==> config.mk <==
export PLATFORM = sky130hd
export DESIGN_NAME = seq_binary_to_bcd
export DESIGN_NICKNAME = d
export VERILOG_FILES = /design/src/rtl/bcd_pkg.sv /design/src/rtl/bcd_digit_adjust.sv /design/src/rtl/seq_binary_to_bcd.sv
export SDC_FILE = /design/constraint.sdc
export NUM_CORES = 1
export LEC_CHECK = 0
export BUFFER_PORTS_ARGS = -buffer_cell sky130_fd_sc_hd__clkbuf_2
export CAP_MARGIN = 15
export CORE_MARGIN = 8
export CORE_UTILIZATION = 60
export CTS_BUF_LIST = sky130_fd_sc_hd__clkbuf_2 sky130_fd_sc_hd__clkbuf_4 sky130_fd_sc_hd__clkbuf_8
export CTS_CLUSTER_SIZE = 10
export DETAILED_ROUTE_END_ITERATION = 10
export GPL_TIMING_DRIVEN = 0
export PLACE_DENSITY_LB_ADDON = 0.08
export SLEW_MARGIN = 40
export SYNTH_ARGS = -nofsm -noshare
export SYNTH_HDL_FRONTEND = slang
export SYNTH_SLANG_ARGS = --single-unit
==> constraint.sdc <==
create_clock -name clock -period 4.92 [get_ports clock]
set_input_delay 0.738 -clock clock [delete_from_list [all_inputs] [get_ports clock]]
set_output_delay 0.738 -clock clock [all_outputs]
set_load 0.02 [all_outputs]
==> src/rtl/bcd_pkg.sv <==
// -----------------------------------------------------------------------------
// bcd_pkg
// Shared definitions for the sequential binary-to-BCD converter:
//   - default binary input width and BCD digit count
//   - BCD_MAX, the largest value representable in DIGITS decimal digits
//   - FSM state encoding
//   - ITERS, the number of shift-add-3 iterations per conversion
// -----------------------------------------------------------------------------
package bcd_pkg;

  localparam int BIN_WIDTH_DEF = 27;
  localparam int DIGITS_DEF    = 8;

  // One double-dabble iteration per input bit.
  localparam int ITERS = BIN_WIDTH_DEF;

  // 10^digits - 1, evaluated at elaboration time.
  function automatic longint unsigned pow10_minus1(input int digits);
    longint unsigned p;
    p = 1;
    for (int i = 0; i < digits; i++) p = p * 10;
    return p - 1;
  endfunction

  localparam longint unsigned BCD_MAX = pow10_minus1(DIGITS_DEF);  // 99_999_999

  typedef enum logic {
    IDLE  = 1'b0,
    SHIFT = 1'b1
  } state_t;

endpackage

==> src/rtl/bcd_digit_adjust.sv <==
// -----------------------------------------------------------------------------
// bcd_digit_adjust
// Combinational add-3 step of the double-dabble algorithm for one BCD digit:
// a digit of 5 or more gets +3 so that the following left shift carries
// correctly into the next decimal digit.
// Ports:
//   digit     in   [3:0]  current BCD digit
//   adjusted  out  [3:0]  digit + 3 if digit >= 5, else digit (no carry out)
// -----------------------------------------------------------------------------
module bcd_digit_adjust (
  input  logic [3:0] digit,
  output logic [3:0] adjusted
);

  assign adjusted = (digit >= 4'd5) ? digit + 4'd3 : digit;

endmodule

==> src/rtl/seq_binary_to_bcd.sv <==
// -----------------------------------------------------------------------------
// seq_binary_to_bcd
// Iterative shift-add-3 converter from an unsigned binary value to packed BCD.
// Values above 10^DIGITS-1 are clamped and flagged. One iteration per clock;
// the result register is only written on completion, so downstream display
// logic always sees a complete, stable value.
// Ports:
//   clock      in              system clock, rising edge
//   reset_n    in              asynchronous active-low reset
//   in_valid   in              binary_in is valid this cycle
//   in_ready   out             block is idle and can accept a value
//   binary_in  in  [BIN_WIDTH] unsigned value to convert
//   bcd_out    out [4*DIGITS]  packed BCD result, digit 0 in [3:0], held
//   bcd_valid  out             one-cycle pulse, bcd_out updated on last edge
//   overflow   out             input was clamped; held with bcd_out
// -----------------------------------------------------------------------------
module seq_binary_to_bcd
  import bcd_pkg::*;
#(
  parameter int BIN_WIDTH = BIN_WIDTH_DEF,
  parameter int DIGITS    = DIGITS_DEF
) (
  input  logic                  clock,
  input  logic                  reset_n,
  input  logic                  in_valid,
  output logic                  in_ready,
  input  logic [BIN_WIDTH-1:0]  binary_in,
  output logic [4*DIGITS-1:0]   bcd_out,
  output logic                  bcd_valid,
  output logic                  overflow
);

  localparam int BCD_W = 4 * DIGITS;
  localparam int CNT_W = $clog2(BIN_WIDTH);
  localparam logic [BIN_WIDTH-1:0] MAX_VAL   = BIN_WIDTH'(pow10_minus1(DIGITS));
  localparam logic [CNT_W-1:0]     LAST_ITER = CNT_W'(BIN_WIDTH - 1);

  state_t               state;
  logic [BIN_WIDTH-1:0] shift_reg;
  logic [BCD_W-1:0]     scratch;
  logic [CNT_W-1:0]     iter_cnt;
  logic                 ovf_pend;

  logic [BCD_W-1:0]     scratch_adj;
  logic [BCD_W-1:0]     scratch_next;
  logic [BIN_WIDTH-1:0] shift_next;
  logic [BIN_WIDTH-1:0] clamped_in;
  logic                 in_over;

  // Add-3 on every digit, then shift {scratch, shift_reg} left by one.
  for (genvar d = 0; d < DIGITS; d++) begin : g_adjust
    bcd_digit_adjust u_adjust (
      .digit    (scratch[4*d +: 4]),
      .adjusted (scratch_adj[4*d +: 4])
    );
  end

  assign scratch_next = {scratch_adj[BCD_W-2:0], shift_reg[BIN_WIDTH-1]};
  assign shift_next   = {shift_reg[BIN_WIDTH-2:0], 1'b0};

  assign in_over    = (binary_in > MAX_VAL);
  assign clamped_in = in_over ? MAX_VAL : binary_in;

  // Decoded straight from the state register, so it reads 1 during reset too.
  assign in_ready = (state == IDLE);

  // NOTE: every register here is written with <= so all flops update from the
  // same pre-edge values; blocking = would let later statements see new state.
  always_ff @(posedge clock or negedge reset_n) begin
    if (!reset_n) begin
      state     <= IDLE;
      shift_reg <= '0;
      scratch   <= '0;
      iter_cnt  <= '0;
      ovf_pend  <= 1'b0;
      bcd_out   <= '0;
      overflow  <= 1'b0;
      bcd_valid <= 1'b0;
    end else begin
      bcd_valid <= 1'b0;
      case (state)
        IDLE: begin
          if (in_valid) begin
            shift_reg <= clamped_in;
            ovf_pend  <= in_over;
            scratch   <= '0;
            iter_cnt  <= '0;
            state     <= SHIFT;
          end
        end
        SHIFT: begin
          scratch   <= scratch_next;
          shift_reg <= shift_next;
          if (iter_cnt == LAST_ITER) begin
            // Final iteration: publish the finished digits in the same edge.
            bcd_out   <= scratch_next;
            overflow  <= ovf_pend;
            bcd_valid <= 1'b1;
            iter_cnt  <= '0;
            state     <= IDLE;
          end else begin
            iter_cnt <= iter_cnt + 1'b1;
          end
        end
        default: state <= IDLE;
      endcase
    end
  end

endmodule

==> impl_metrics.toml <==
[synthesis]
syn_inst = 512
syn_area_per_cell_sq_um = 9.96
synth-edff-count = 0
ys_warn_count = 0
ys_ff_latch = 100
synthArstFlopShare = 1.00
synth_common_cells = "100 x dfrtp_1, 55 x o21ai_0, 52 x nand2_1"
yosysTopAreaCellShare = 0.491
syn_nets = 560
yosys.area.top_type = "dfrtp_1"
netlist_area_sq_mm = 0.00510
yosysSeqAreaShare = 0.491
ys_top_cells_by_area = "dfrtp_1 49%, o21ai_0 5.4%, ha_1 4.4%"
synth_ff_type = "dfrtp_1"
synth_cell_type_count = 52
synth.most_common_cell = "dfrtp_1"

[global_routing]
grt_pass1_vias = 3951
grt_overflow = 0
grt_pass1_wl_mm = 19.5
grt_max_degree = 60
antenna_found_initial = 0
grt_usage = 0.210

[clocking]
hold_buffers = 0
clock-root-buffer = "clkbuf_8"
postCtsSetupBuffers = 0
numCtsBuffers = 9
cts.sinks = 100
cts_tree = "built"
cts_resized = 0
clock_latency_ps = 370
clock_path_buffers = 2
htreeDepth = 3
path_clk_slew_ps = 110

[die]
core_sq_mm = 0.00822
ios = 65
die_h_um = 108
die_area_sq_mm = 0.0117
die_width_um = 108
initial_core_util = 0.621
rows = 33

[critical_path]
crit_path_end_kind = "output pin"
arrival_ps = 1830
startpoint_type = "register"
worstPathMaxFanout = 10
critPathRequiredTime_ps = 4180
critPathKind = "reg2out"

[min_path]
hp-class = "in2async"

[status]
status = "finished clean"

[detailed_routing]
vias = 4056
wire_per_inst_um = 17.0
drt_wl_total_mm = 11.9
vias_per_cell = 5.82
first_pass_iters = 5
drtAntennaViolNets = 0
drc = 0
drt_iter0_markers = 196

[sta]
fin_crit_sh = 0.523
drv_slew = 0
holdWs_ps = 266
clock.fmax_mhz = 389
setup_violations = 0
post-route-min-period_ps = 2570
tightest_slew_ps = 622
fin_worst_skew_ps = 12.7
rsz0062_at_grt = "no"
fin_setup_tns_ps = 0
slew-limit-headroom = 0.585
hold_viol_final = 0

[placement]
dpl.hpwl_mm = 8.53
io_buffers = 64
gp_congestion = 0.854
post_dp_cell_area_sq_mm = 0.00559
dp.cells = 682

[pwr]
vdd_drop_max_mv = 0.294
power_density_mw_per_mm2 = 655
total_power_mw = 3.82
p_leak_nw = 2.81

[finish]
multi_input_area_sq_mm = 0.00236
regArea_sq_mm = 0.00250
antenna_cells = 0
nFillCells = 641
drive_gt1_frac = 0.199
final_cells = 697
fin_area_sq_mm = 0.00583
area_growth_pct = 14.3
final_nets = 636

[job]
maxCapViolations = 0
[worst max-delay path, stage by stage (launching register included)]
cell,delay [ps]
dfrtp_1,460
buf_2,210
inv_2,70
buf_2,200
buf_2,300
clkbuf_2,230
[layout make-up]
cell class / count / area share
multi-input cells: 360 / 0.405
plain buffers: 28 / 0.0243
clock inverters: 6 / 0.0204
flip-flops and latches: 100 / 0.429
clock buffers: 9 / 0.0212
repair buffers: 65 / 0.0612
well taps: 105 / 0.0225
inverters: 24 / 0.0159
[stage by stage]
stage | worst slack (ps) | util
detailed placement | 2750 | 0.680
finish | 2350 | 0.709
global placement | 1840 | 0.675
floorplan | 3110 | -
global route | 2260 | 0.709
CTS | 2350 | 0.709
[cells in the final DEF (no fill, tap or decap), drive strengths merged, types with 5 or more instances in the layout]
cell    count
a21oi      32
and2       10
a22o        8
o22ai      12
buf        18
a31oi       8
dfrtp     100
nor2       23
nand2b     12
nand3       6
nand2      53
nor3b      16
nor3        7
o31ai       5
clkbuf     84
a21o       22
nand3b     12
xnor2       8
mux2       15
or3         7
ha         18
o21ai      56
inv        27
mux2i      10
[final timing paths]
check | start | end | slack, ps | depth (start not counted)
worst max-delay path | state$_DFF_PN0_ | in_ready | 2350 | 5
worst max register to register | iter_cnt[0]$_DFFE_PN0P_ | bcd_out[30]$_DFFE_PN0P_ | 3060 | 7
worst min-delay path | reset_n | bcd_out[29]$_DFFE_PN0P_ | 270 | 1
max in group asynchronous | reset_n | shift_reg[21]$_DFFE_PN0P_ | 4050 | 2
worst min register to register | overflow$_DFFE_PN0P_ | overflow$_DFFE_PN0P_ | 480 | 2
min in group clock | overflow$_DFFE_PN0P_ | overflow$_DFFE_PN0P_ | 480 | 2
[report_power, final]
group	leakage [nW]	internal, mW	switching, mW	total, mW
registers	1.26	1.20	0.265	1.46
logic	1.42	0.762	0.947	1.71
clock network	0.122	0.342	0.299	0.642
[per-layer routing]
layer  track usage  wire length (um)  vias up
li1              -                 -     1954
met1         0.281              5420     1947
met2         0.333              5530      135
met3        0.0369               676       20
met4        0.0833               255        0
met5             0                 0        -
[logic make-up after synthesis]
| logic type | after synthesis | share of synthesized area |
|---|---|---|
| compound gates | 155 | 0.188 |
| flops | 100 | 0.491 |
| mux | 25 | 0.0564 |
| fa+ha+maj | 18 | 0.0442 |
| xor+xnor | 9 | 0.0155 |
| simple gates | 153 | 0.160 |
| buf+inv | 52 | 0.0459 |
No activity file was read; power rests on OpenSTA's default activity.
